===== config.mk =====
export PLATFORM = sky130hd
export DESIGN_NAME = serial_xmit_engine_flat
export DESIGN_NICKNAME = d
export VERILOG_FILES = /design/src/rtl/serial_xmit_engine_if.sv /design/src/rtl/serial_xmit_engine.sv /design/src/flat_wrapper.sv
export SDC_FILE = /design/constraint.sdc
export NUM_CORES = 1
export LEC_CHECK = 0
export CAP_MARGIN = 15
export CORE_MARGIN = 2
export CORE_UTILIZATION = 45
export CTS_CLUSTER_SIZE = 28
export DETAILED_ROUTE_END_ITERATION = 10
export DONT_BUFFER_PORTS = 1
export GPL_TIMING_DRIVEN = 0
export PLACE_DENSITY = 0.7
export SYNTH_ARGS = -nofsm -noshare
export SYNTH_HDL_FRONTEND = slang
export SYNTH_SLANG_ARGS = --single-unit

===== constraint.sdc =====
create_clock -name Clk -period 2.52 [get_ports Clk]
set_input_delay 0.63 -clock Clk [delete_from_list [all_inputs] [get_ports Clk]]
set_output_delay 0.63 -clock Clk [all_outputs]
set_load 0.02 [all_outputs]

===== src/rtl/serial_xmit_engine_if.sv =====
// Byte handshake between a producer and serial_xmit_engine.
// Latency: none (wires only).
// Backpressure: producer holds data/data_valid until a cycle with ready high.
// Signals: data[7:0] byte, data_valid producer strobe, ready consumer accept.
interface serial_xmit_engine_if;
  logic [7:0] data;
  logic       data_valid;
  logic       ready;

  modport master (output data, output data_valid, input ready);
  modport slave  (input data, input data_valid, output ready);
endinterface


===== src/rtl/serial_xmit_engine.sv =====
// UART-style transmitter: 10-bit frames (start 0, 8 data LSB first, stop 1) on tx.
// Latency: tx falls at the accepting edge (no FIFO) or one edge later (FIFO build).
// Backpressure: ready = IDLE without FIFO; ready = !full with the FIFO.
// Ports: Clk, Rst (sync, active-high), limit[15:0] cycles per bit (0 acts as 1),
//        xfer (data/data_valid/ready handshake), tx (registered, idle high), busy.
// Build option: define SERIAL_XMIT_FIFO_EN for a 4-entry input FIFO with
//               back-to-back frame chaining.
module serial_xmit_engine (
  input  logic                   Clk,
  input  logic                   Rst,
  input  logic [15:0]            limit,
  serial_xmit_engine_if.slave    xfer,
  output logic                   tx,
  output logic                   busy
);

  typedef enum logic [1:0] {IDLE, START, DATA, STOP} state_t;

  state_t      state, state_nxt;
  logic [15:0] cnt, cnt_nxt;
  logic [15:0] lim, lim_nxt;
  logic [2:0]  idx, idx_nxt;
  logic [7:0]  shreg, shreg_nxt;
  logic        tx_nxt;
  logic        load;          // take a byte from the source and begin a frame
  logic        src_vld;
  logic [7:0]  src_dat;
  logic        cnt_hit;
  logic [15:0] lim_new;

  assign cnt_hit = (cnt == lim);
  assign lim_new = (limit == 16'd0) ? 16'd1 : limit;

`ifdef SERIAL_XMIT_FIFO_EN
  localparam bit CHAIN_EN = 1'b1;

  logic [7:0] fifo_mem [4];
  logic [1:0] wr_ptr, rd_ptr;
  logic [2:0] fifo_cnt;
  logic       push;

  assign xfer.ready = (fifo_cnt != 3'd4);
  assign push       = xfer.data_valid && xfer.ready;
  assign src_vld    = (fifo_cnt != 3'd0);
  assign src_dat    = fifo_mem[rd_ptr];
  assign busy       = (state != IDLE) || src_vld;

  always_ff @(posedge Clk) begin
    if (Rst) begin
      wr_ptr   <= 2'd0;
      rd_ptr   <= 2'd0;
      fifo_cnt <= 3'd0;
    end else begin
      if (push) begin
        fifo_mem[wr_ptr] <= xfer.data;
        wr_ptr           <= wr_ptr + 2'd1;
      end
      if (load) rd_ptr <= rd_ptr + 2'd1;
      // simultaneous push and pop leaves occupancy unchanged
      case ({push, load})
        2'b10:   fifo_cnt <= fifo_cnt + 3'd1;
        2'b01:   fifo_cnt <= fifo_cnt - 3'd1;
        default: fifo_cnt <= fifo_cnt;
      endcase
    end
  end
`else
  localparam bit CHAIN_EN = 1'b0;

  // Without the FIFO the handshake feeds the shifter directly; a transfer
  // is exactly a load in IDLE.
  assign xfer.ready = (state == IDLE);
  assign src_vld    = xfer.data_valid;
  assign src_dat    = xfer.data;
  assign busy       = (state != IDLE);
`endif

  always_comb begin
    state_nxt = state;
    cnt_nxt   = cnt;
    idx_nxt   = idx;
    lim_nxt   = lim;
    shreg_nxt = shreg;
    tx_nxt    = tx;
    load      = 1'b0;

    case (state)
      IDLE: begin
        tx_nxt = 1'b1;
        if (src_vld) load = 1'b1;
      end
      START: begin
        if (cnt_hit) begin
          cnt_nxt   = 16'd1;
          state_nxt = DATA;
          idx_nxt   = 3'd0;
          tx_nxt    = shreg[0];
        end else begin
          cnt_nxt = cnt + 16'd1;
        end
      end
      DATA: begin
        if (cnt_hit) begin
          cnt_nxt = 16'd1;
          if (idx == 3'd7) begin
            state_nxt = STOP;
            tx_nxt    = 1'b1;
          end else begin
            idx_nxt = idx + 3'd1;
            tx_nxt  = shreg[idx + 3'd1];
          end
        end else begin
          cnt_nxt = cnt + 16'd1;
        end
      end
      STOP: begin
        if (cnt_hit) begin
          cnt_nxt = 16'd1;
          // chaining straight into START gives gap-free frames from the FIFO
          if (CHAIN_EN && src_vld) load = 1'b1;
          else                     state_nxt = IDLE;
        end else begin
          cnt_nxt = cnt + 16'd1;
        end
      end
      default: state_nxt = IDLE;
    endcase

    // limit is captured only here, so mid-frame changes wait for the next frame
    if (load) begin
      state_nxt = START;
      shreg_nxt = src_dat;
      lim_nxt   = lim_new;
      cnt_nxt   = 16'd1;
      idx_nxt   = 3'd0;
      tx_nxt    = 1'b0;
    end
  end

  always_ff @(posedge Clk) begin
    if (Rst) begin
      state <= IDLE;
      cnt   <= 16'd1;
      idx   <= 3'd0;
      lim   <= 16'd1;
      shreg <= 8'd0;
      tx    <= 1'b1;
    end else begin
      state <= state_nxt;
      cnt   <= cnt_nxt;
      idx   <= idx_nxt;
      lim   <= lim_nxt;
      shreg <= shreg_nxt;
      tx    <= tx_nxt;
    end
  end

endmodule


===== src/flat_wrapper.sv =====
// flat-port wrapper written by rule: the top's interface ports become plain ports
module serial_xmit_engine_flat 
  (Clk, Rst, limit, tx, busy, xfer_data, xfer_data_valid, xfer_ready);
  serial_xmit_engine_if xfer_i ();
  input  logic Clk;
  input  logic Rst;
  input  logic [15:0] limit;
  output logic tx;
  output logic busy;
  input wire logic [$bits(xfer_i.data)-1:0] xfer_data;
  input wire logic [$bits(xfer_i.data_valid)-1:0] xfer_data_valid;
  output wire logic [$bits(xfer_i.ready)-1:0] xfer_ready;
  assign xfer_i.data = xfer_data;
  assign xfer_i.data_valid = xfer_data_valid;
  assign xfer_ready = xfer_i.ready;
  serial_xmit_engine u_core (.Clk(Clk), .Rst(Rst), .limit(limit), .xfer(xfer_i), .tx(tx), .busy(busy));
endmodule

==> summary.json <==
{
  "layout_common_cells": "sky130_fd_sc_hd__nand2_1, sky130_fd_sc_hd__dfxtp_1, sky130_fd_sc_hd__a21oi_1, sky130_fd_sc_hd__nor2_1, sky130_fd_sc_hd__xor2_1",
  "post_synth.cell_area_avg_um2": 8.43,
  "number_of_antenna_violations_at_the_first_check_in_global_routing": 0,
  "placed_cell_area_um2": 2250,
  "timing.critical_path.slowest_cell_delay_ps": 350,
  "result_of_the_run": "complete, no violations",
  "area_used_by_multi_input_combinational_logic_um2": 1190,
  "max-cap-violations": 0,
  "hold_path_end": "u_core.shreg[6]$_SDFFE_PP0P_",
  "drive_above_1_share_pct": 5.99,
  "finClkSkew_ps": 3.60,
  "grt_usage_pct": 17.6,
  "worstPathCellList": "inv_1, ha_1, clkbuf_2, nand2_2, nand2b_1, o21bai_1, buf_2, nor2_1",
  "root_buffer": "sky130_fd_sc_hd__clkbuf_8",
  "io_pins": 30,
  "setup.worst_path.start_class": "register",
  "final-setup-viol-count": 0,
  "synthArstFlopShare_pct": 0,
  "layout.cells.most_common": "sky130_fd_sc_hd__nand2_1",
  "worstSetupEndpointType": "register",
  "number_of_global_route_vias_before_repair": 1509,
  "grt_start_max_net_pins": 14,
  "yosys_register_bits": 46,
  "numClockSinks": 46,
  "worst_ir_drop_vdd_uv": 494,
  "critical_path.top_delay_family": "buffers and inverters",
  "worst-path-max-fanout": 10,
  "initial_utilization_pct": 46.5,
  "timing.final.crit_period_ps": 2270,
  "clk_path_buf_depth": 2,
  "cts.reportedPaths.clkPinSlew_ps": 80,
  "reg2reg_from": "u_core.state[1]$_SDFFE_PP0P_",
  "post_drt_via_cell_ratio": 5.39,
  "synth.net_count": 294,
  "routed-via-count": 1729,
  "synthesis.instances": 259,
  "p_per_cell_area_nw_per_um2": 641,
  "synth-seq-area-share_pct": 42.2,
  "wire_per_inst_um": 13.9,
  "total_half_perimeter_wirelength_after_legalization_and_detailed_placement_um": 3340,
  "nets": 301,
  "h-tree-depth": 2,
  "min-delay-path-class": "register to register",
  "area_growth_pct": 8.14,
  "die_area_um2": 5430,
  "timing_worst_slew_pin_value_ps": 528,
  "reg2reg_to": "u_core.cnt[13]$_SDFFE_PP0P_",
  "grt_first_pass_wirelength_um": 7330,
  "tritoncts": "yes",
  "rr_worst_depth": 8,
  "insertion_delay_ps": 290,
  "postRouteAntennaNets": 0,
  "std_cell_rows": 25,
  "number_of_inserted_diodes": 0,
  "port_buffers": 0,
  "final_design_area_no_fill_um2": 2360,
  "yosys_most_used_dff": "sky130_fd_sc_hd__dfxtp_1",
  "final_hold_violation_count": 0,
  "post-route-drc-count": 0,
  "drt_iter0_markers": 48,
  "static-leakage-power_nw": 0.888,
  "reg2reg_slack_ps": 250,
  "total_clock_buffers_created_by_cts": 5,
  "fp.dieW_um": 73.7,
  "synth_warnings": 0,
  "post_synthesis_cell_area_um2": 2180,
  "worst_hold_path.num_cells": 2,
  "fillerInstances": 451,
  "synth_cell_types": 38,
  "crit_arrival_ps": 2450,
  "min_delay_src": "u_core.shreg[6]$_SDFFE_PP0P_",
  "globalplace.congestion": 0.802,
  "required_time_of_the_worst_setup_path_ps": 2700,
  "maxClockFrequency_ghz": 0.441,
  "critical-path-slowest-cell": "sky130_fd_sc_hd__dfxtp_1",
  "worst_path_buf_inv": 3,
  "floorplan.die.height_um": 73.7,
  "path_class": "register to register",
  "overflow_left_after_global_routing": 0,
  "worst_slew_margin_rel_pct": 64.7,
  "postRouteWirelength_um": 4470,
  "seq_area_um2": 921,
  "design.core.area_um2": 4690,
  "timing.final.max_slew_violations": 0,
  "rsz0062_at_grt": "false",
  "part_of_the_cycle_the_worst_path_needs_pct": 89.9,
  "drt-pass1-iter-count": 4,
  "synth_edf_count": 0,
  "whs_ps": 462
}
==> what timing repair did <==
action,4_1_cts,5_1_grt
pin swaps,0,0
hold buffers,0,0
resized for setup,1,2
setup buffers,0,0
cloned,0,0
setup endpoints to repair,10,11
==> logic make-up (layout without fill, tap and decap cells) <==
group                      after synthesis  in the layout  share of synthesized area [%]
AOI/OAI and AO/OA                       43             43                           11.3
muxes                                    4              4                           3.04
buffers and inverters                   20             28                           3.55
and+or+nand+nor                        107            107                           22.6
adders and majority gates                8              8                           4.58
DFF                                     46             46                           42.2
xor gates and xnor gates                31             31                           12.8
==> flip-flops by register name (all words and copies together) (netlist names) <==
register      cells
u_core.idx        3
u_core.state      2
u_core.shreg      8
u_core.cnt       16
u_core.tx         1
u_core.lim       16
==> layout make-up <==
type | count | area share (%)
inverters | 9 | 1.43
plain buffers | 11 | 1.91
clock inverters | 1 | 1.27
well taps | 54 | 2.86
clock buffers | 7 | 3.23
multi-input cells | 193 | 50.3
flip-flops and latches | 46 | 39.0
==> cells in the mapped netlist, types with 2 or more instances <==
cell / number / area, µm²
sky130_fd_sc_hd__nor4_1: 6 / 37.5
sky130_fd_sc_hd__nand4_1: 4 / 25.0
sky130_fd_sc_hd__buf_2: 2 / 10.0
sky130_fd_sc_hd__nor3_1: 5 / 25.0
sky130_fd_sc_hd__nor4_2: 2 / 25.0
sky130_fd_sc_hd__nand3_1: 4 / 20.0
sky130_fd_sc_hd__xor2_1: 19 / 166
sky130_fd_sc_hd__inv_1: 9 / 33.8
sky130_fd_sc_hd__nand2b_1: 2 / 12.5
sky130_fd_sc_hd__nor2_1: 23 / 86.3
sky130_fd_sc_hd__xnor2_1: 11 / 96.3
sky130_fd_sc_hd__nand2_1: 52 / 195
sky130_fd_sc_hd__dfxtp_1: 46 / 921
sky130_fd_sc_hd__a21oi_1: 29 / 145
sky130_fd_sc_hd__clkbuf_1: 8 / 30.0
sky130_fd_sc_hd__ha_1: 8 / 100
sky130_fd_sc_hd__o21a_1: 2 / 15.0
sky130_fd_sc_hd__o21ai_0: 4 / 20.0
sky130_fd_sc_hd__or3_1: 3 / 18.8
sky130_fd_sc_hd__mux4_2: 2 / 45.0
==> power by group <==
part | switching [mW] | internal, mW
Clock | 0.237 | 0.297
Sequential | 0.0330 | 0.762
Combinational | 0.113 | 0.0706
Total | 0.383 | 1.13
==> tightest hold or removal path, delay by kind of cell, from the launching register on <==
family | cells | cell delay [ps]
simple gates | 1 | 50
flops | 1 | 320
compound gates | 1 | 50
==> routing by layer <==
layer	wire length, µm	up-vias	global-route usage, %
li1	-	884	-
met1	2200	799	24.8
met2	1990	41	26.4
met3	228	5	4.25
met4	48	0	5.45
met5	0	-	0
==> worst max path at each step <==
stage                                       from                     endpoint  slack [ps]  depth (start not counted)
floorplan             u_core.idx[0]$_SDFFE_PP0P_       u_core.tx$_SDFFE_PP1P_         470                          7
global route        u_core.state[1]$_SDFFE_PP0P_  u_core.cnt[12]$_SDFFE_PP0P_         110                          8
CTS                 u_core.state[1]$_SDFFE_PP0P_   u_core.cnt[8]$_SDFFE_PP0P_          80                          8
global placement    u_core.state[1]$_SDFFE_PP0P_   u_core.cnt[8]$_SDFFE_PP0P_          -4                          8
finish              u_core.state[1]$_SDFFE_PP0P_  u_core.cnt[13]$_SDFFE_PP0P_         250                          8
detailed placement  u_core.state[1]$_SDFFE_PP0P_  u_core.cnt[14]$_SDFFE_PP0P_         -40                          8
==> stage by stage <==
stage	total power, mW	cells	worst slack [ps]	setup TNS (ps)	util (%)
final	1.51	321	255	0	50.3
after global routing	1.58	321	112	0	50.3
after CTS	1.53	321	76.6	0	50.3
after detailed placement	0.996	313	-37.2	-318	48.0
after global placement	0.990	313	-4.50	-18.9	48.0
after floorplan	0.950	259	467	0	-
No activity file was read; power rests on OpenSTA's default activity.
==> edit 1 (same settings) <==
Build with the macro `SERIAL_XMIT_FIFO_EN` defined.
--- a/src/rtl/serial_xmit_engine.sv
+++ b/src/rtl/serial_xmit_engine.sv
@@ -6,4 +6,6 @@
 // Build option: define SERIAL_XMIT_FIFO_EN for a 4-entry input FIFO with
 //               back-to-back frame chaining.
+`define SERIAL_XMIT_FIFO_EN
+
 module serial_xmit_engine (
   input  logic                   Clk,
Function: changed (Yosys sat finds a counterexample within 4 cycles, from zero or initial values and one cycle with Rst high).
==> edit 1 against the unedited design <==
  * The run now ends with negative setup slack left
  * Non-clock buffer count is 4 higher
  * Sequential power grew 140%
  * Setup slack got worse by 0.45 ns
  * Wire length is 61% higher
  * Sequential cell count is 39 higher
  * Cell area is 77% higher
  * Total power grew to 3.0 times the old value
  * Area after synthesis up 72%
  * Synthesized cell count is 26% higher
  * Largest cell class is now registers
==> edit 1: results (changes against the unedited design) <==
Fillers 726 (+61%); met1 Use GR 19.79% (-5.0 points); P_int 2.981 mW (+160%); Endpoint, Worst Hold u_core.fifo_mem[3][4]; Reg-to-Reg End u_core.fifo_cnt[2]; Max FO, Critical Path 3 (-7); post-placement setup slack -0.4551 ns (-0.4180 ns); Post-synth top cells 53 x dfxtp_1, 36 x nor2_1, 32 x edfxtp_1, 27 x xor2_1, 15 x nand2_1; met2 WL 3711 um (+86%); Synth area leaders dfxtp_1 28%, edfxtp_1 26%, xor2_1 6.3%, mux4_2 6.0%, ha_1 4.3%; Slew @ Worst Pin 0.7276 ns (+0.1994 ns); Num CTS Buffers 9 (+4); global-route wire length before repair 11750 um (+60%); syn_nets 368 (+25%); post-synth cell types 43 (+13%); wl on met1 3118 um (+42%); EDFF count, synth 32 (+32); top flop regs u_core.fifo_mem x32, u_core.cnt x16, u_core.lim x16; status finished, violations left; crit path from u_core.cnt[9]; DP HPWL 5231 um (+57%); Leak 1.612 nW (+82%); hold_sp xfer_data[4]; wire per inst 16.06 um (+15%); setup violators final 1 (+1); largest net degree at the start of global routing 15 (+1); Via density 5.341 (-0.85%); post-synthesis sequential area ratio 53.69% (+12 points); Hold Worst Slack 0.3712 ns (-0.09048 ns); GRT Total Usage 17.48% (-0.069 points); final worst setup slack -0.1915 ns (-0.4463 ns); Cells after DPL 432 (+38%); met3 wire length 319 um (+40%); H-tree Lvls 3 (+1); failing checks negative setup slack; Nets 380 (+26%); WP data arrival 2.99 ns (+0.54 ns); post-CTS setup buffers 3 (+3); CTS resizes 5 (+4); layout cell share with drive strength beyond 1 15.41% (+9.4 points); peak supply drop 487.6 uV (-1.3%); clock power share 22.7% (-13 points); vias 2398 (+39%); vias in the first global route 2423 (+61%); synthesized netlist cell count 327 (+26%); Tot Pwr 4.583 mW (+200%); worst clock skew 0.009318 ns (+0.005715 ns); Skew-Pair Late Insertion Delay 0.35 ns (+0.06 ns); Seq pwr share 41.0% (-12 points); Hold Path Depth 0 (-2); worst reg-to-reg path cell count 11 (+3); DRT iter0 DRCs 110 (+130%); global routing usage on met3 4.901% (+0.65 points); async set or reset register ratio after synthesis 0% (unchanged); M2 GR Usage 31.69% (+5.3 points); worst min-delay path category in -> reg
[edit 1: cell count changes in the layout (fill, tap and decap cells not counted), moves of 8 or more]
cell | unedited run | this run
mux2i_1 | 1 | 12
xor2_1 | 19 | 27
a21oi_1 | 29 | 9
mux4_2 | 2 | 10
nand2_1 | 51 | 15
dfxtp_2 | 0 | 9
edfxtp_1 | 0 | 32
nor2_1 | 23 | 36
a22o_1 | 0 | 12
[edit 1: final cells by class]
| cell class | instances | area share (%) |
|---|---|---|
| Clock buffer | 10 | 3.052 |
| Clock inverter | 6 | 2.095 |
| Tap cell | 105 | 3.142 |
| Inverter | 12 | 1.137 |
| Sequential cell | 85 | 48.80 |
| Buffer | 11 | 1.227 |
| Timing Repair Buffer | 4 | 0.7181 |
| Multi-Input combinational cell | 216 | 39.83 |
[edit 1: worst max-delay path: stages, from the launching register on]
cell	delay (ns)
dfxtp_4	0.35
xor2_1	0.14
nor4_2	0.32
nand4_1	0.22
o31a_1	0.39
inv_4	0.07
ha_4	0.13
inv_2	0.04
fa_2	0.32
xor2_1	0.17
or3_1	0.37
a21oi_2	0.12
[edit 1: cells by family (layout without fill, tap and decap cells)]
family / count (synthesis) / in the layout / share of synthesized area, %
multiplexers: 23 / 23 / 9.469
adder cells (fa/ha/maj): 14 / 14 / 4.851
AND/OR/NAND/NOR: 103 / 103 / 13.55
buffers and inverters: 26 / 43 / 3.023
flip-flops: 85 / 85 / 53.69
AO/OA/AOI/OAI: 43 / 43 / 7.741
XOR/XNOR: 33 / 33 / 7.674
[edit 1: through the flow]
step                setup TNS, ns  util [%]  cell area [sq um]
global route              -0.4007     51.15               4182
CTS                       -0.1799     50.96               4167
global placement          -0.6422     48.15               3936
floorplan                -0.08134         -               3805
finish                    -0.1915     51.15               4182
detailed placement        -0.7606     48.15               3936
==> edit 2 (same flow settings) <==
Made on the original files. `shreg` no longer has a reset.
--- a/src/rtl/serial_xmit_engine.sv
+++ b/src/rtl/serial_xmit_engine.sv
@@ -144,5 +144,4 @@
       idx   <= 3'd0;
       lim   <= 16'd1;
-      shreg <= 8'd0;
       tx    <= 1'b1;
     end else begin
@@ -151,9 +150,12 @@
       idx   <= idx_nxt;
       lim   <= lim_nxt;
-      shreg <= shreg_nxt;
       tx    <= tx_nxt;
     end
   end
 
+  always_ff @(posedge Clk) begin
+    shreg <= shreg_nxt;
+  end
+
 endmodule
 
Behaviour: no difference found for any inputs over 10 cycles, from zero or initial values and one cycle with Rst high; that may be too few to reach the edited logic, so the function may still have changed.
==> edit 2 against the unedited design <==
  * Wire length fell by 0.13%
  * Critical path type unchanged
  * Cell area down 2.2%
  * Total power down 5.3%
  * Area after synthesis down 1.4%
  * Setup slack better by 0.0035 ns
  * Cell count decreased by 7.8%
  * Sequential cell count unchanged
  * Combinational power fell by 8%
==> edit 2: results (changes against the unedited design) <==
worst clock skew 0.003772 ns (+0.0001691 ns); peak supply drop 399.4 uV (-19%); worst reg-to-reg path cell count 8 (unchanged); layout cell share with drive strength beyond 1 6.612% (+0.62 points); global-route wire length before repair 7431 um (+1.4%); Via density 5.419 (+0.61%); post-place instance area 0.002220 sq mm (-1.4%); vias in the first global route 1585 (+5.0%); EDFF count, synth 8 (+8); hold_sp xfer_data[0]; Hold Path Depth 0 (-2); routability congestion estimate 0.7774 (-3.1%); DP HPWL 3360 um (+0.68%); Leak 0.8726 nW (-1.7%); syn_nets 270 (-8.2%); Post-synth top cells 38 x dfxtp_1, 36 x nand2_1, 23 x nor2_1, 21 x a21oi_1, 20 x xor2_1; DRT Wirelength 4465 um (-0.13%); Reg-to-Reg End u_core.cnt[15]; status finished clean; Endpoint, Worst Hold u_core.shreg[0]; Nets 277 (-8.0%); post-placement setup slack 0.03297 ns (+0.07014 ns); Fillers 443 (-1.8%); post-synthesis sequential area ratio 46.51% (+4.3 points); Synth area leaders dfxtp_1 35%, edfxtp_1 11%, xor2_1 8.1%, nand2_1 6.3%, a21oi_1 4.9%; reg-to-reg critical path startpoint u_core.state[0]; Max-slew headroom 66.44% (+1.7 points); Max FO, Critical Path 7 (-3)
==> edit 2: changes by cell type after synthesis, sizes merged, moves of 2 or more <==
cell / before / now
dfxtp: 46 / 38
edfxtp: 0 / 8
nand2: 52 / 36
clkbuf: 8 / 6
or2: 0 / 2
a21oi: 29 / 21
mux2i: 1 / 3
nand3b: 0 / 2
a31oi: 0 / 2
==> edit 2: worst max-delay path by stage <==
stage | from | to | slack (ns) | cells after the start
finish | u_core.state[0] | u_core.cnt[15] | 0.26 | 8
global route | u_core.state[0] | u_core.cnt[12] | 0.03 | 8
CTS | u_core.state[1] | u_core.lim[7] | 0.009 | 8
detailed placement | u_core.state[1] | u_core.lim[7] | 0.03 | 8
global placement | u_core.state[1] | u_core.shreg[6] | 0.12 | 6
floorplan | u_core.state[0] | u_core.shreg[0] | 0.51 | 6
==> edit 2: report_power, final <==
group          leakage (nW)  switching [mW]  internal, mW
sequential            0.386          0.0317         0.785
clock                0.0443           0.227         0.218
combinational         0.442           0.105        0.0646
total                 0.873           0.364          1.07
==> edit 2: kinds of logic after synthesis <==
| family | count (synthesis) | share of synthesized area (%) |
|---|---|---|
| adder cells (fa/ha/maj) | 8 | 4.651 |
| flip-flops | 46 | 46.51 |
| AND/OR/NAND/NOR | 95 | 21.22 |
| AO/OA/AOI/OAI | 33 | 8.838 |
| multiplexers | 4 | 2.442 |
| buffers and inverters | 18 | 3.721 |
| XOR/XNOR | 31 | 12.62 |
==> edit 2: layout make-up <==
type / count / area [sq um] / area share (%)
buffer: 8 / 45.04 / 1.951
clock buffer: 7 / 86.33 / 3.740
inverter: 10 / 37.54 / 1.626
multi-input combinational: 171 / 1071 / 46.40
sequential: 46 / 1001 / 43.36
tap: 54 / 67.56 / 2.927
==> edit 2: per-stage QoR <==
stage / total power, mW / std cells / hold WS [ns] / util, %
2_1_floorplan: 0.9577 / 235 / 0.4450 / -
3_3_place_gp: 0.9967 / 289 / 0.4581 / 47.62
3_5_place_dp: 1.003 / 289 / 0.4586 / 47.62
4_1_cts: 1.451 / 296 / 0.4188 / 49.48
5_1_grt: 1.502 / 296 / 0.4084 / 49.53
6_report: 1.432 / 296 / 0.4275 / 49.53
==> edit 2: worst max-delay path: cells and delay by family (launching register included) <==
| kind | cells | cell delay (ns) |
|---|---|---|
| AND/OR/NAND/NOR | 4 | 0.95 |
| buffers and inverters | 2 | 0.32 |
| adder cells (fa/ha/maj) | 1 | 0.30 |
| XOR/XNOR | 1 | 0.16 |
| flip-flops | 1 | 0.41 |
==> edit 2: per-layer routing <==
layer / vias up / track usage [%] / share of wire [%]
met5: - / 0 / 0
met4: 0 / 6.996 / 1.5
met3: 7 / 4.834 / 5.1
met2: 35 / 28.93 / 45
met1: 747 / 24.28 / 48
li1: 815 / - / -
